<file path="src/rtl/snn_image_loader_if.sv">
// Host/core-facing bundle of snn_image_loader: byte stream in, pixel read
// port to the core, start/done handshake and held classification result.
interface snn_image_loader_if;
    logic [7:0] rx_data;
    logic       rx_valid;
    logic       rx_ready;
    logic [9:0] addr_input_unit;
    logic       q_input;
    logic       start;
    logic       done;
    logic [3:0] digit;
    logic [3:0] res_digit;
    logic       res_valid;
    logic       res_ack;
    logic       busy;
    logic       err;

    modport slave (
        input  rx_data, rx_valid, addr_input_unit, done, digit, res_ack,
        output rx_ready, q_input, start, res_digit, res_valid, busy, err
    );

    modport master (
        output rx_data, rx_valid, addr_input_unit, done, digit, res_ack,
        input  rx_ready, q_input, start, res_digit, res_valid, busy, err
    );
endinterface

</file>
<file path="src/rtl/snn_image_loader.sv">
// Unpacks a byte stream into a PIX_CNT-bit binary image, serves it to snn_core
// with one-cycle read latency, and sequences start/done/result handoff.
// Optional trailing XOR checksum byte: define SNN_LOADER_CKSUM_EN.
module snn_image_loader #(
    parameter  int PIX_CNT = 784,
    localparam int BYTES   = PIX_CNT / 8
) (
    input logic          clk,
    input logic          rst,
    snn_image_loader_if.slave bus
);

    typedef enum logic [2:0] {
        LOAD   = 3'd0,
        START  = 3'd1,
        RUN    = 3'd2,
`ifdef SNN_LOADER_CKSUM_EN
        CKSUM  = 3'd4,
`endif
        REPORT = 3'd3
    } state_t;

    localparam logic [6:0]  LAST_BYTE = 7'(BYTES - 1);
    localparam logic [10:0] PIX_LIM   = 11'(PIX_CNT);

    state_t             state, state_n;
    logic [6:0]         byte_cnt;
    logic [PIX_CNT-1:0] pix;
    logic [9:0]         wr_base;
    logic               q_reg;
    logic [3:0]         res_reg;
    logic               xfer;
    logic               load_xfer;
    logic               last_byte;

`ifdef SNN_LOADER_CKSUM_EN
    logic [7:0]         csum;
    logic               csum_bad;
    logic               err_reg;
`endif

    assign bus.rx_ready  = (state == LOAD)
`ifdef SNN_LOADER_CKSUM_EN
                        || (state == CKSUM)
`endif
                        ;
    assign bus.start     = (state == START);
    assign bus.busy      = (state == START) || (state == RUN);
    assign bus.res_valid = (state == REPORT);
    assign bus.res_digit = res_reg;
    assign bus.q_input   = q_reg;

    assign xfer      = bus.rx_valid && bus.rx_ready;
    assign load_xfer = xfer && (state == LOAD);
    assign last_byte = (byte_cnt == LAST_BYTE);
    assign wr_base   = {byte_cnt, 3'b000};

`ifdef SNN_LOADER_CKSUM_EN
    assign csum_bad = xfer && (state == CKSUM) && (bus.rx_data != csum);
    assign bus.err  = err_reg;
`else
    assign bus.err  = 1'b0;
`endif

    always_ff @(posedge clk or posedge rst) begin
        if (rst) state <= LOAD;
        else     state <= state_n;
    end

    always_comb begin
        state_n = state;
        case (state)
            LOAD: begin
                if (load_xfer && last_byte) begin
`ifdef SNN_LOADER_CKSUM_EN
                    state_n = CKSUM;
`else
                    state_n = START;
`endif
                end
            end
`ifdef SNN_LOADER_CKSUM_EN
            CKSUM: begin
                if (xfer) state_n = csum_bad ? LOAD : START;
            end
`endif
            START:   state_n = RUN;
            RUN:     if (bus.done)    state_n = REPORT;
            REPORT:  if (bus.res_ack) state_n = LOAD;
            default: state_n = LOAD;
        endcase
    end

    // Reset discards a partial image by restarting the count.
    always_ff @(posedge clk or posedge rst) begin
        if (rst)
            byte_cnt <= '0;
        else if (load_xfer)
            byte_cnt <= last_byte ? 7'd0 : byte_cnt + 7'd1;
    end

`ifdef SNN_LOADER_CKSUM_EN
    always_ff @(posedge clk or posedge rst) begin
        if (rst) begin
            csum    <= '0;
            err_reg <= 1'b0;
        end else begin
            if (load_xfer)
                csum <= (byte_cnt == 7'd0) ? bus.rx_data : (csum ^ bus.rx_data);
            err_reg <= csum_bad;
        end
    end
`endif

    always_ff @(posedge clk or posedge rst) begin
        if (rst)
            res_reg <= '0;
        else if (state == RUN && bus.done)
            res_reg <= bus.digit;
    end

    // Pixel store is deliberately not reset; every image rewrites all bits.
    always_ff @(posedge clk) begin
        if (load_xfer)
            pix[wr_base +: 8] <= bus.rx_data;
    end

    always_ff @(posedge clk or posedge rst) begin
        if (rst)
            q_reg <= 1'b0;
        else
            q_reg <= ({1'b0, bus.addr_input_unit} < PIX_LIM) ? pix[bus.addr_input_unit] : 1'b0;
    end

endmodule
</file>
<file path="src/flat_wrapper.sv">
// flat-port wrapper written by rule: the top's interface ports become plain ports
module snn_image_loader_flat 
#(
    parameter  int PIX_CNT = 784,
    localparam int BYTES   = PIX_CNT / 8
)
  (clk, rst, bus_rx_data, bus_rx_valid, bus_addr_input_unit, bus_done, bus_digit, bus_res_ack, bus_rx_ready, bus_q_input, bus_start, bus_res_digit, bus_res_valid, bus_busy, bus_err);
  snn_image_loader_if bus_i ();
  input logic clk;
  input logic rst;
  input wire logic [$bits(bus_i.rx_data)-1:0] bus_rx_data;
  input wire logic [$bits(bus_i.rx_valid)-1:0] bus_rx_valid;
  input wire logic [$bits(bus_i.addr_input_unit)-1:0] bus_addr_input_unit;
  input wire logic [$bits(bus_i.done)-1:0] bus_done;
  input wire logic [$bits(bus_i.digit)-1:0] bus_digit;
  input wire logic [$bits(bus_i.res_ack)-1:0] bus_res_ack;
  output wire logic [$bits(bus_i.rx_ready)-1:0] bus_rx_ready;
  output wire logic [$bits(bus_i.q_input)-1:0] bus_q_input;
  output wire logic [$bits(bus_i.start)-1:0] bus_start;
  output wire logic [$bits(bus_i.res_digit)-1:0] bus_res_digit;
  output wire logic [$bits(bus_i.res_valid)-1:0] bus_res_valid;
  output wire logic [$bits(bus_i.busy)-1:0] bus_busy;
  output wire logic [$bits(bus_i.err)-1:0] bus_err;
  assign bus_i.rx_data = bus_rx_data;
  assign bus_i.rx_valid = bus_rx_valid;
  assign bus_i.addr_input_unit = bus_addr_input_unit;
  assign bus_i.done = bus_done;
  assign bus_i.digit = bus_digit;
  assign bus_i.res_ack = bus_res_ack;
  assign bus_rx_ready = bus_i.rx_ready;
  assign bus_q_input = bus_i.q_input;
  assign bus_start = bus_i.start;
  assign bus_res_digit = bus_i.res_digit;
  assign bus_res_valid = bus_i.res_valid;
  assign bus_busy = bus_i.busy;
  assign bus_err = bus_i.err;
  snn_image_loader #(.PIX_CNT(PIX_CNT)) u_core (.clk(clk), .rst(rst), .bus(bus_i));
endmodule
</file>
<file path="config.mk">
export PLATFORM = sky130hd
export DESIGN_NAME = snn_image_loader_flat
export DESIGN_NICKNAME = d
export VERILOG_FILES = /design/src/rtl/snn_image_loader_if.sv /design/src/rtl/snn_image_loader.sv /design/src/flat_wrapper.sv
export SDC_FILE = /design/constraint.sdc
export NUM_CORES = 1
export LEC_CHECK = 0
export ABC_AREA = 1
export BUFFER_PORTS_ARGS = -buffer_cell sky130_fd_sc_hd__clkbuf_2
export CAP_MARGIN = 20
export CORE_AREA = 2 2 283 355
export CTS_CLUSTER_SIZE = 16
export DETAILED_ROUTE_END_ITERATION = 8
export DIE_AREA = 0 0 285 357
export SYNTH_ARGS = -nofsm -noshare
export SYNTH_HDL_FRONTEND = slang
export SYNTH_SLANG_ARGS = --single-unit
</file>
<file path="constraint.sdc">
create_clock -name clk -period 3.4 [get_ports clk]
set_input_delay 0.34 -clock clk [delete_from_list [all_inputs] [get_ports clk]]
set_output_delay 0.34 -clock clk [all_outputs]
set_load 0.005 [all_outputs]
</file>
==> qor.txt <==
Worst r2r src: u_core.byte_cnt[1]
CP Data Required Time: 3860 ps
Routed wire length: 122600 um
Clock-pin slew on the worst setup and hold paths: 70 ps
Setup Skew: 14.28 ps
Die X: 285 um
GRT met3 Usage: 0.02946
R2R depth: 13
Worst slew margin: 0.2149
Hold Slack: 148.3 ps
Core box area: 98460 sq um
Reg2reg setup slack: 170 ps
Area grow syn2layout: 12.98%
CTS Root Cell: clkbuf_16
Pwr Total: 30560 uW
CTS tree: yes
Pwr/cell area: 691.3 nW/um^2
Setup TNS: 0 ps
Syn Std Cell Area: 39130 sq um
Layout cell share with drive strength beyond 1: 0.1010
Slew @ Worst Pin: 1169 ps
# setup viols final: 0
Critical path class: flip-flop to flip-flop
Clock Power Share: 0.281
Pins over their slew limit: 0
Worst-Skew Late Latency: 650 ps
Antenna-violating nets left: 0
Final Critical Period: 3234 ps
Crit path max fanout: 16
RSZ-0062 raised after global routing: no
Drt pass-1 iters: 8
First-pass GRT wire length: 184600 um
Total die area: 101700 sq um
CTS buffer count: 79
Combinational power share: 0.360
Yosys reg bits: 798
Net Switching: 12700 uW
Die Y: 357 um
Congestion Overflow GR: 0
H-tree levels: 3
CTS Buffer Depth: 3
Worst path arrival time: 3700 ps
M1 GR Usage: 0.2949
Maximum vdd drop: 1.388 mV
Busiest grt layer: met2
Via count: 31610
CP endpoint kind: flip-flop
Average size of a mapped cell: 9.157 sq um
Reg2reg end: u_core.pix[275]
Vias in the first global route: 30190
Hold_sp: bus_done
Min-Delay Path Depth: 3
Largest net degree at the start of global routing: 162
Synth unique cells: 34
Vias/cell: 5.616
Initial DRC count: 3405
Initial core utilization: 0.3974
Register area share after synthesis: 0.6107
DP HPWL: 76710 um
HP Class: primary input to flip-flop
Gpl congestion: 0.9101
Outcome: complete, no violations
Core Rows: 129
Initial antenna violation count: 3
Io pins: 37
IO Port Bufs: 35
DRC violations left: 0
Average routed wire per standard cell: 21.78 um
Cell Int Power: 17850 uW
PnR worst setup slack: 165.7 ps
Nature of the critical path startpoint: flip-flop
Sw Share: 0.4158
GRT Total Usage: 0.2373
Final worst path period share: 0.9513
Ys Warns: 0
Max-cap viol count: 0
F_max: 0.3092 GHz
Post-Synthesis Cells: 4273
Endpoints failing hold: 0
Sequential Power Share: 0.359
Pre-CTS WS: 205.8 ps
Hold EP: u_core.bus.res_digit[3]
Leakage: 0.01585 uW
Nets@finish: 4288
Num Clock Sinks: 798
Routing usage on met2: 0.4126
Syn nets: 4309
[repair_timing]
item	CTS	global route
hold endpoints to repair	18	0
setup endpoints to repair	0	17
resized for setup	0	4
setup buffers	0	0
hold buffers	5	0
[how the worst max path moves through the flow]
stage               cells after the start              end  slack [ps]                from
floorplan                              17  u_core.pix[312]         180  u_core.byte_cnt[0]
global placement                       14   u_core.pix[44]         300  u_core.byte_cnt[0]
detailed placement                      9  u_core.pix[323]         210  u_core.byte_cnt[0]
CTS                                     9  u_core.pix[327]         190  u_core.byte_cnt[0]
global route                           13  u_core.pix[275]          10  u_core.byte_cnt[1]
finish                                 13  u_core.pix[275]         170  u_core.byte_cnt[1]
[final cells by class]
cell class | count | area (sq um)
Antenna cell | 1 | 2.502
Multi-Input combinational cell | 2993 | 13320
Tap cell | 1310 | 1639
Fill cell | 9430 | 54250
Timing Repair Buffer | 260 | 2399
Inverter | 120 | 486.7
Clock inverter | 39 | 301.5
Clock buffer | 107 | 2167
Sequential cell | 798 | 23890
[per-layer routing]
layer  vias up  part of all wire
met5         -          0.000098
met4         2             0.043
met3       275             0.072
met2      1256              0.50
met1     15440              0.38
li1      14630                 -
[synth_stat cells]
| library cell | number | area (sq um) |
|---|---|---|
| nor2_2 | 8 | 50.05 |
| nand3_1 | 896 | 4484 |
| o21a_1 | 1 | 7.510 |
| ha_1 | 9 | 112.6 |
| o22ai_1 | 3 | 18.77 |
| a22oi_1 | 1 | 7.510 |
| nor3_1 | 157 | 785.8 |
| or2_2 | 1 | 6.260 |
| nand4_1 | 41 | 256.5 |
| o31ai_1 | 1 | 7.510 |
| buf_2 | 97 | 485.5 |
| conb_1 | 1 | 3.750 |
| nor2_1 | 753 | 2826 |
| clkbuf_1 | 190 | 713.2 |
| o21ai_4 | 1 | 16.27 |
| nor2_4 | 2 | 22.52 |
| edfxtp_1 | 784 | 23540 |
| dfrtp_1 | 14 | 350.3 |
| inv_4 | 1 | 6.260 |
| nor3_2 | 6 | 60.06 |
| buf_6 | 2 | 22.52 |
| clkinv_1 | 7 | 26.28 |
| inv_2 | 17 | 63.81 |
| o21ai_0 | 18 | 90.09 |
| o221ai_1 | 3 | 26.28 |
| a21oi_1 | 8 | 40.04 |
| buf_1 | 67 | 251.5 |
| nand2_1 | 981 | 3682 |
| buf_4 | 6 | 45.04 |
| nor4_2 | 16 | 200.2 |
| inv_1 | 95 | 356.6 |
| nand2_2 | 4 | 25.02 |
| mux2_2 | 4 | 45.04 |
| nor4_1 | 78 | 488.0 |
[metrics by stage]
step	utilization	area, sq um	instances
2_1_floorplan	-	39130	4273
3_3_place_gp	0.4227	41610	5474
3_5_place_dp	0.4232	41670	5476
4_1_cts	0.4488	44190	5627
5_1_grt	0.4490	44200	5627
6_report	0.4490	44200	5628
[critical path, cell delays in order (launching register included)]
cell and delay (ps):
dfrtp_1 450, inv_1 120, ha_1 210, nand2_1 90
nor2_1 50, inv_1 80, nor2_1 40, inv_1 70
nor2_1 60, nor3_2 210, inv_2 220, nor3_1 930
inv_1 270, nor4_1 240
[placed cells by master, fill, tap and decap left out, types with 32 or more instances in the layout]
cell | Yosys | final
nand2_1 | 981 | 976
nand3_1 | 896 | 896
edfxtp_1 | 784 | 784
nor2_1 | 753 | 751
buf_4 | 6 | 182
nor3_1 | 157 | 155
inv_1 | 95 | 91
clkbuf_16 | 0 | 83
nor4_1 | 78 | 78
nand4_1 | 41 | 41
buf_12 | 0 | 37
clkbuf_2 | 0 | 32
[sequential cells by signal, indices dropped and copies added (netlist names)]
| signal | flops |
|---|---|
| u_core.pix | 784 |
| u_core.byte_cnt | 7 |
| u_core.bus.res_digit | 4 |
| u_core.state | 2 |
| u_core.bus.q_input | 1 |
[power by group through the flow]
| stage | sequential [uW] | clock (uW) | combinational [uW] |
|---|---|---|---|
| 2_1_floorplan | 11200 | 0 | 6540 |
| 4_1_cts | 11000 | 8670 | 10800 |
| 3_5_place_dp | 11200 | 0 | 10800 |
| 5_1_grt | 11000 | 9050 | 11600 |
| 3_3_place_gp | 11200 | 0 | 10600 |
| 6_report | 11000 | 8570 | 11000 |
[kinds of logic after synthesis]
group,count (synthesis),share of synthesized area
muxes,4,0.001151
buffers and inverters,482,0.05037
and+or+nand+nor,2943,0.3294
AOI/OAI and AO/OA,36,0.005469
other,1,0.00009584
adders and majority gates,9,0.002878
DFF,798,0.6107
No activity file was read; power rests on OpenSTA's default activity.
